--- config.mk ---
export PLATFORM = sky130hd
export DESIGN_NAME = bcd_countdown_timer_flat
export DESIGN_NICKNAME = d
export VERILOG_FILES = /design/src/rtl/bcd_countdown_timer_if.sv /design/src/rtl/bcd_countdown_timer.sv /design/src/flat_wrapper.sv
export SDC_FILE = /design/constraint.sdc
export NUM_CORES = 1
export LEC_CHECK = 0
export BUFFER_PORTS_ARGS = -buffer_cell sky130_fd_sc_hd__buf_4
export CORE_MARGIN = 3
export CORE_UTILIZATION = 30
export CTS_CLUSTER_DIAMETER = 120
export DETAILED_ROUTE_END_ITERATION = 12
export HOLD_SLACK_MARGIN = 0.02
export PLACE_DENSITY = 0.54
export SYNTH_ARGS = -nofsm -noshare
export SYNTH_HDL_FRONTEND = slang
export SYNTH_SLANG_ARGS = --single-unit
--- constraint.sdc ---
create_clock -name clk -period 3.14 [get_ports clk]
set_input_delay 0 -clock clk [delete_from_list [all_inputs] [get_ports clk]]
set_output_delay 0 -clock clk [all_outputs]
set_load 0.01 [all_outputs]
--- src/rtl/bcd_countdown_timer_if.sv ---
// Keypad/control side bundle of the BCD countdown timer: command inputs plus display/status outputs.
interface bcd_countdown_timer_if #(
  parameter int DIGITS = 4
);
  logic [3:0]          input_signal;
  logic                load;
  logic                start;
  logic                stop;
  logic                clear;
  logic                en;
  logic [4*DIGITS-1:0] count;
  logic                running;
  logic                zero;
  logic                done;

  modport master (
    output input_signal, load, start, stop, clear, en,
    input  count, running, zero, done
  );

  modport slave (
    input  input_signal, load, start, stop, clear, en,
    output count, running, zero, done
  );
endinterface

--- src/rtl/bcd_countdown_timer.sv ---
// DIGITS-wide BCD countdown timer with keypad entry, start/stop/resume and optional MM:SS borrow.
// Optional tick prescaler selected by macro TIMER_PRESCALER_EN.
module bcd_countdown_timer #(
  parameter int DIGITS = 4,
  parameter int MMSS   = 1
`ifdef TIMER_PRESCALER_EN
  , parameter int PRESCALE = 100
`endif
) (
  input logic                clk,
  input logic                clear_n,
  bcd_countdown_timer_if.slave bus
);

  localparam int CW = 4 * DIGITS;

  typedef enum logic [1:0] {
    ST_IDLE   = 2'd0,
    ST_RUN    = 2'd1,
    ST_PAUSED = 2'd2,
    ST_DONE   = 2'd3
  } state_t;

  // One BCD decrement with borrow; tens-of-seconds wraps to 5 in MM:SS mode.
  function automatic logic [CW-1:0] bcd_dec(input logic [CW-1:0] value);
    logic [CW-1:0] res;
    logic          borrow;
    logic [3:0]    d;
    res    = value;
    borrow = 1'b1;
    for (int i = 0; i < DIGITS; i++) begin
      d = value[4*i +: 4];
      if (borrow) begin
        if (d == 4'd0) begin
          res[4*i +: 4] = ((MMSS != 0) && (i == 1)) ? 4'd5 : 4'd9;
        end else begin
          res[4*i +: 4] = d - 4'd1;
          borrow        = 1'b0;
        end
      end else begin
        res[4*i +: 4] = d;
      end
    end
    return res;
  endfunction

  state_t        state_r, state_s;
  logic [CW-1:0] count_r, count_s;
  logic          running_r, running_s;
  logic          done_r, done_s;
  logic [CW-1:0] dec_s;
  logic [CW-1:0] shift_s;
  logic          load_ok_s;
  logic          nonzero_s;
  logic          tick_s;

  assign dec_s     = bcd_dec(count_r);
  assign shift_s   = {count_r[CW-5:0], bus.input_signal};
  assign load_ok_s = bus.load && (bus.input_signal <= 4'd9);
  assign nonzero_s = (count_r != {CW{1'b0}});

`ifdef TIMER_PRESCALER_EN
  localparam int PW = (PRESCALE > 1) ? $clog2(PRESCALE) : 1;

  logic [PW-1:0] presc_r, presc_s;

  assign tick_s = bus.en && (presc_r == PW'(PRESCALE - 1));

  // Prescaler next value: restart on clear, start-from-idle and stop; hold while paused.
  always_comb begin
    presc_s = presc_r;
    if (bus.clear) begin
      presc_s = {PW{1'b0}};
    end else if ((state_r == ST_IDLE) && (state_s == ST_RUN)) begin
      presc_s = {PW{1'b0}};
    end else if ((state_r == ST_RUN) && bus.stop) begin
      presc_s = {PW{1'b0}};
    end else if ((state_r == ST_RUN) && bus.en) begin
      presc_s = tick_s ? {PW{1'b0}} : presc_r + PW'(1);
    end else begin
      presc_s = presc_r;
    end
  end

  // Prescaler register.
  always_ff @(posedge clk or negedge clear_n) begin
    if (!clear_n) begin
      presc_r <= {PW{1'b0}};
    end else begin
      presc_r <= presc_s;
    end
  end
`else
  assign tick_s = bus.en;
`endif

  // State and count register with registered status outputs.
  always_ff @(posedge clk or negedge clear_n) begin
    if (!clear_n) begin
      state_r   <= ST_IDLE;
      count_r   <= {CW{1'b0}};
      running_r <= 1'b0;
      done_r    <= 1'b0;
    end else begin
      state_r   <= state_s;
      count_r   <= count_s;
      running_r <= running_s;
      done_r    <= done_s;
    end
  end

  // Next state and count; clear beats stop beats start beats load beats en.
  always_comb begin
    state_s = state_r;
    count_s = count_r;
    if (bus.clear) begin
      state_s = ST_IDLE;
      count_s = {CW{1'b0}};
    end else begin
      case (state_r)
        ST_IDLE: begin
          if (bus.start && nonzero_s) begin
            state_s = ST_RUN;
          end else if (load_ok_s) begin
            count_s = shift_s;
          end else begin
            count_s = count_r;
          end
        end
        ST_RUN: begin
          if (bus.stop) begin
            state_s = ST_PAUSED;
          end else if (tick_s) begin
            count_s = dec_s;
            state_s = (dec_s == {CW{1'b0}}) ? ST_DONE : ST_RUN;
          end else begin
            state_s = ST_RUN;
          end
        end
        ST_PAUSED: begin
          if (bus.start) begin
            state_s = ST_RUN;
          end else begin
            state_s = ST_PAUSED;
          end
        end
        ST_DONE: begin
          if (load_ok_s) begin
            count_s = shift_s;
            state_s = ST_IDLE;
          end else begin
            state_s = ST_DONE;
          end
        end
        default: begin
          state_s = ST_IDLE;
          count_s = {CW{1'b0}};
        end
      endcase
    end
  end

  // Status outputs for the coming cycle; done pulses only on the RUN->DONE edge.
  always_comb begin
    running_s = (state_s == ST_RUN);
    done_s    = (state_r == ST_RUN) && (state_s == ST_DONE);
  end

  assign bus.count   = count_r;
  assign bus.running = running_r;
  assign bus.done    = done_r;
  assign bus.zero    = (count_r == {CW{1'b0}});

endmodule

--- src/flat_wrapper.sv ---
// flat-port wrapper written by rule: the top's interface ports become plain ports
module bcd_countdown_timer_flat 
#(
  parameter int DIGITS = 4,
  parameter int MMSS   = 1

)
  (clk, clear_n, bus_input_signal, bus_load, bus_start, bus_stop, bus_clear, bus_en, bus_count, bus_running, bus_zero, bus_done);
  bcd_countdown_timer_if #(.DIGITS(DIGITS)) bus_i ();
  input logic clk;
  input logic clear_n;
  input wire logic [$bits(bus_i.input_signal)-1:0] bus_input_signal;
  input wire logic [$bits(bus_i.load)-1:0] bus_load;
  input wire logic [$bits(bus_i.start)-1:0] bus_start;
  input wire logic [$bits(bus_i.stop)-1:0] bus_stop;
  input wire logic [$bits(bus_i.clear)-1:0] bus_clear;
  input wire logic [$bits(bus_i.en)-1:0] bus_en;
  output wire logic [$bits(bus_i.count)-1:0] bus_count;
  output wire logic [$bits(bus_i.running)-1:0] bus_running;
  output wire logic [$bits(bus_i.zero)-1:0] bus_zero;
  output wire logic [$bits(bus_i.done)-1:0] bus_done;
  assign bus_i.input_signal = bus_input_signal;
  assign bus_i.load = bus_load;
  assign bus_i.start = bus_start;
  assign bus_i.stop = bus_stop;
  assign bus_i.clear = bus_clear;
  assign bus_i.en = bus_en;
  assign bus_count = bus_i.count;
  assign bus_running = bus_i.running;
  assign bus_zero = bus_i.zero;
  assign bus_done = bus_i.done;
  bcd_countdown_timer #(.DIGITS(DIGITS), .MMSS(MMSS)) u_core (.clk(clk), .clear_n(clear_n), .bus(bus_i));
endmodule
; ---- Word-level counts from Yosys, hierarchy flattened
; Cells that the tools add are included.
[op_classes]
n_addsub = 4
n_lt_le_gt_ge = 1
eq_ne = 8
n_mux = 26
n_reduce_logical = 13
[op_table]
columns = op, count
row1 = 2-to-1 mux 16 bit, 5
row2 = case mux 16 bit (3 select lines), 1
row3 = logical NOT 16 bit, 2
row4 = 2-to-1 mux 4 bit, 7
row5 = logical NOT 4 bit, 4
row6 = nonzero test 16 bit, 1
row7 = subtractor 4 x 1 -> 4 bit (second input constant), 4
row8 = 2-to-1 mux 2 bit, 7
row9 = != test 3 bit (second input constant), 3
row10 = case mux 2 bit (4 select lines), 1
row11 = equality test 2 bit (second input constant), 3
row12 = 2-to-1 mux 1 bit, 5
row13 = equality test 2 x 1 -> 1 bit (second input constant), 2
row14 = <= comparator 4 bit (second input constant), 1
row15 = AND reduction 4 bit, 1
row16 = nonzero test 4 bit, 1
row17 = logical AND 1 bit, 3
row18 = logical NOT 2 bit, 1
[word_totals]
reg_bits = 20
in_bits = 11
out_inout_bits = 19
wordCells = 56

; ---- Longest topological paths before layout
[depth]
word_depth = 13
mapped_depth = 9

; ---- Least setup slack after synthesis
; No wires, ideal clock.
[synth_path]
path_type = register to register
start = register u_core.count_r[2] (netlist: u_core.bus.count[2])
end = register u_core.count_r[11] (netlist: u_core.bus.count[11])
t_arrival_ns = 2.377
t_required_ns = 3.004
path_slack_ns = 0.627
path_stages_with_launch = 10
path_buffers = 4
path_cell_list = dfrtp_1 -> buf_6 -> or4_4 -> buf_6 -> or3_1 -> buf_6 -> o21a_4 -> buf_2 -> o31ai_1 -> a21oi_1
[synth_via]
elab_chain_len = 8
[synth_rtl]
columns = item, line_no
row1 = "start, declared", bcd_countdown_timer.sv:48  ; logic [CW-1:0] count_r, count_s;
row2 = "start signal, assigned", bcd_countdown_timer.sv:101  ; count_r <= {CW{1'b0}};
row3 = "start signal, assigned", bcd_countdown_timer.sv:106  ; count_r <= count_s;
row4 = logical NOT 4 bit, bcd_countdown_timer.sv:34  ; if (d == 4'd0) begin
row5 = 2-to-1 mux 1 bit, bcd_countdown_timer.sv:34
row6 = 2-to-1 mux 1 bit, bcd_countdown_timer.sv:33  ; if (borrow) begin
row7 = 2-to-1 mux 4 bit, bcd_countdown_timer.sv:33
row8 = 2-to-1 mux 16 bit, bcd_countdown_timer.sv:133  ; end else if (tick_s) begin
row9 = 2-to-1 mux 16 bit, bcd_countdown_timer.sv:131  ; if (bus.stop) begin
row10 = case mux 16 bit (3 select lines), bcd_countdown_timer.sv:120  ; case (state_r)
row11 = 2-to-1 mux 16 bit, bcd_countdown_timer.sv:116  ; if (bus.clear) begin
; Several ways; a longest one is shown, not always the timed one. The select of a mux whose other input is x is not followed.
; A chain may end at the register's enable or synchronous reset.

; ---- Worst setup path in the final report
[layout_path]
start = register u_core.count_r[1] (netlist: u_core.bus.count[1])
end = register u_core.count_r[12] (netlist: u_core.bus.count[12])
[layout_via]
elab_chain_len = 9
[layout_rtl]
columns = item, line_no
row1 = logical NOT 4 bit, bcd_countdown_timer.sv:34
row2 = 2-to-1 mux 1 bit, bcd_countdown_timer.sv:34
row3 = 2-to-1 mux 1 bit (2 in a row), bcd_countdown_timer.sv:33
row4 = 2-to-1 mux 4 bit, bcd_countdown_timer.sv:33
row5 = 2-to-1 mux 16 bit, bcd_countdown_timer.sv:133
row6 = 2-to-1 mux 16 bit, bcd_countdown_timer.sv:131
row7 = case mux 16 bit (3 select lines), bcd_countdown_timer.sv:120
row8 = 2-to-1 mux 16 bit, bcd_countdown_timer.sv:116
; Several ways; a longest one is shown, not always the timed one. The select of a mux whose other input is x is not followed.

==> metrics.txt <==
status=finished clean; global-route wire length before repair=7600 um; DPL Wire Length=3070 um; Vias/cell=5.69; Avg Cell Area, Syn=7.87 um2; Post-synth EDFFs=0; hold path depth=2; Syn Nets=199; placer congestion estimate=0.786; H-tree Lvls=1; setup tns final=0 ns; register area=500 um2; clock slew at reported path FFs=0.08 ns; Die H=76.2 um; vias in the first global route=1498; Hold WC Path Type=in -> reg; most frequent cells in the layout=buf_4, dfrtp_1, a21oi_1, o21ai_0; die width=76.2 um; Seq cells post-synth=20; layout cell share with drive strength beyond 1=20.1%; starting density of the core=32.4%; Worst EP arrival=2.77 ns; fin crit period=2.64 ns; vias=1558; CTS buffer count=3; PortBufs=29; I/O Pins=30; Final period util=83.9%; crit path kind=reg -> reg; 1st-pass router iterations=4; Worst R2R Path Depth=5; Ys Warns=0; ys flop type=dfrtp_1; Cell Pwr Density=967 mW/mm2; GRT Total Usage=16.0%; antenna violations before repair=0; top-area cell type share of the netlist area=33.8%; worst relative slew slack=48.1%; Worst Setup End Kind=register; commonest non-fill, non-tap cell in the layout=buf_4; standard-cell row count=24; Core ar.=0.00456 mm2; asr flop ratio synth=100%; Required @ worst endpoint=3.27 ns; CTS tree=done; total power=1.72 mW; clk_skew=0.00385 ns; f_max=379 MHz; crit start category=register; WL/cell=16.6 um; max cap viols=0; remaining antenna violation count=0; DRC Markers=0; ant diodes=0; Slew @ Worst Pin=0.779 ns; leakage power=0.736 nW; top fanout value on the critical path=17; Starting DRT DRC Count=97; Max IR drop VDD=0.379 mV; Synth area leader=dfrtp_1; unrepaired setup endpoints after global routing=false; clk_lat worst skew=0.26 ns; final net count=221; CTS sink cnt=20; Clock Tree Root=clkbuf_8; P&R area growth vs syn=20.4%; max-slew violations=0; # setup viols final=0; die footprint=0.00581 mm2; sequential area share after synthesis=33.8%; CTS max path bufs=2; final wirelength=4550 um; largest net degree at the start of global routing=22; multi-input logic area=876 um2; top cells by area, synth=dfrtp_1, a21oi_1, o21ai_0, o31ai_1, nand2_1; Post-Synthesis Cells=188; final hold violations=0; Fillers=493; synth unique cells=45; synthesized area=0.00148 mm2; gr ovfl total=0
## sequential cells by signal (all words and copies together) (netlist names)
signal / cells
u_core.bus.count: 16
u_core.bus.done: 1
u_core.bus.running: 1
u_core.state_r: 2
## logic make-up after synthesis
logic type             Yosys count  synth area share [%]
buffers and inverters           20                  7.02
and+or+nand+nor                 73                  25.8
muxes                            2                  1.44
AOI/OAI and AO/OA               73                  32.0
DFF                             20                  33.8
## report_power, final
group / total (mW) / internal [mW] / switching, mW
Clock: 0.204 / 0.112 / 0.0920
Sequential: 0.424 / 0.316 / 0.108
Combinational: 1.09 / 0.417 / 0.677
## critical path, cell delays in order, from the launching register on
cell	delay, ns
dfrtp_1	0.49
or4_1	0.68
or3_1	0.50
o21a_4	0.34
o311ai_0	0.36
o31ai_1	0.13
## repair_timing
item | CTS | global route
hold buffers | 1 | 0
endpoints found under the hold margin | 20 | 0
buffers inserted | 0 | 0
resized for setup | 0 | 0
## metal layers
metal  track usage (%)  vias up  part of all wire, %
met1              23.2      747                   49
met4              3.44        0                 0.84
met2              24.3       46                   45
met3              3.31        4                  5.0
met5                 0        -                    0
li1                  -      761                    -
## path summary, 6_finish.rpt
path	from	to	slack, ns
worst min-delay path	bus_clear	u_core.bus.count[11]$_DFFE_PN0P_	0.03
max in group asynchronous	clear_n	u_core.bus.count[4]$_DFFE_PN0P_	2.76
worst max-delay path	u_core.bus.count[1]$_DFFE_PN0P_	u_core.bus.count[12]$_DFFE_PN0P_	0.50
worst max register to register	u_core.bus.count[1]$_DFFE_PN0P_	u_core.bus.count[12]$_DFFE_PN0P_	0.50
min in group asynchronous	clear_n	u_core.bus.count[11]$_DFFE_PN0P_	0.16
worst min register to register	u_core.bus.count[15]$_DFFE_PN0P_	u_core.bus.count[15]$_DFFE_PN0P_	0.61
## synth_stat cells, types with 2 or more instances
library cell   n
a211oi_1       3
o211ai_1       2
o21a_1         2
nor4_1         4
dfrtp_1       20
o21ai_0       17
nand2_1       16
or4_1          5
o31ai_1       10
nor2_1        16
nand4_1        2
inv_1          2
a21oi_1       19
o311ai_0       3
or3_1          2
nor2b_1        2
clkbuf_1      10
nor3_1         6
a31oi_1        5
buf_2          2
buf_6          3
nor4b_1        3
nand2b_1       4
nand3_1        9
## metrics by stage
stage          hold WS, ns  util [%]  instances  area [um2]  setup WS (ns)
2_1_floorplan       -0.296         -        188        1480          0.627
3_3_place_gp       -0.0943      37.6        269        1720          0.608
3_5_place_dp       -0.0953      37.6        269        1720          0.545
4_1_cts             0.0333      39.0        274        1780          0.532
5_1_grt             0.0449      39.0        274        1780          0.379
6_report            0.0342      39.0        274        1780          0.505
## cell type report
type                            instances  area share, %
Multi-Input combinational cell        148           49.2
Timing Repair Buffer                   34           14.5
Clock buffer                            4           3.09
Tap cell                               65           4.56
Sequential cell                        20           28.1
Inverter                                3          0.632
(Power assumes the default switching activity.)
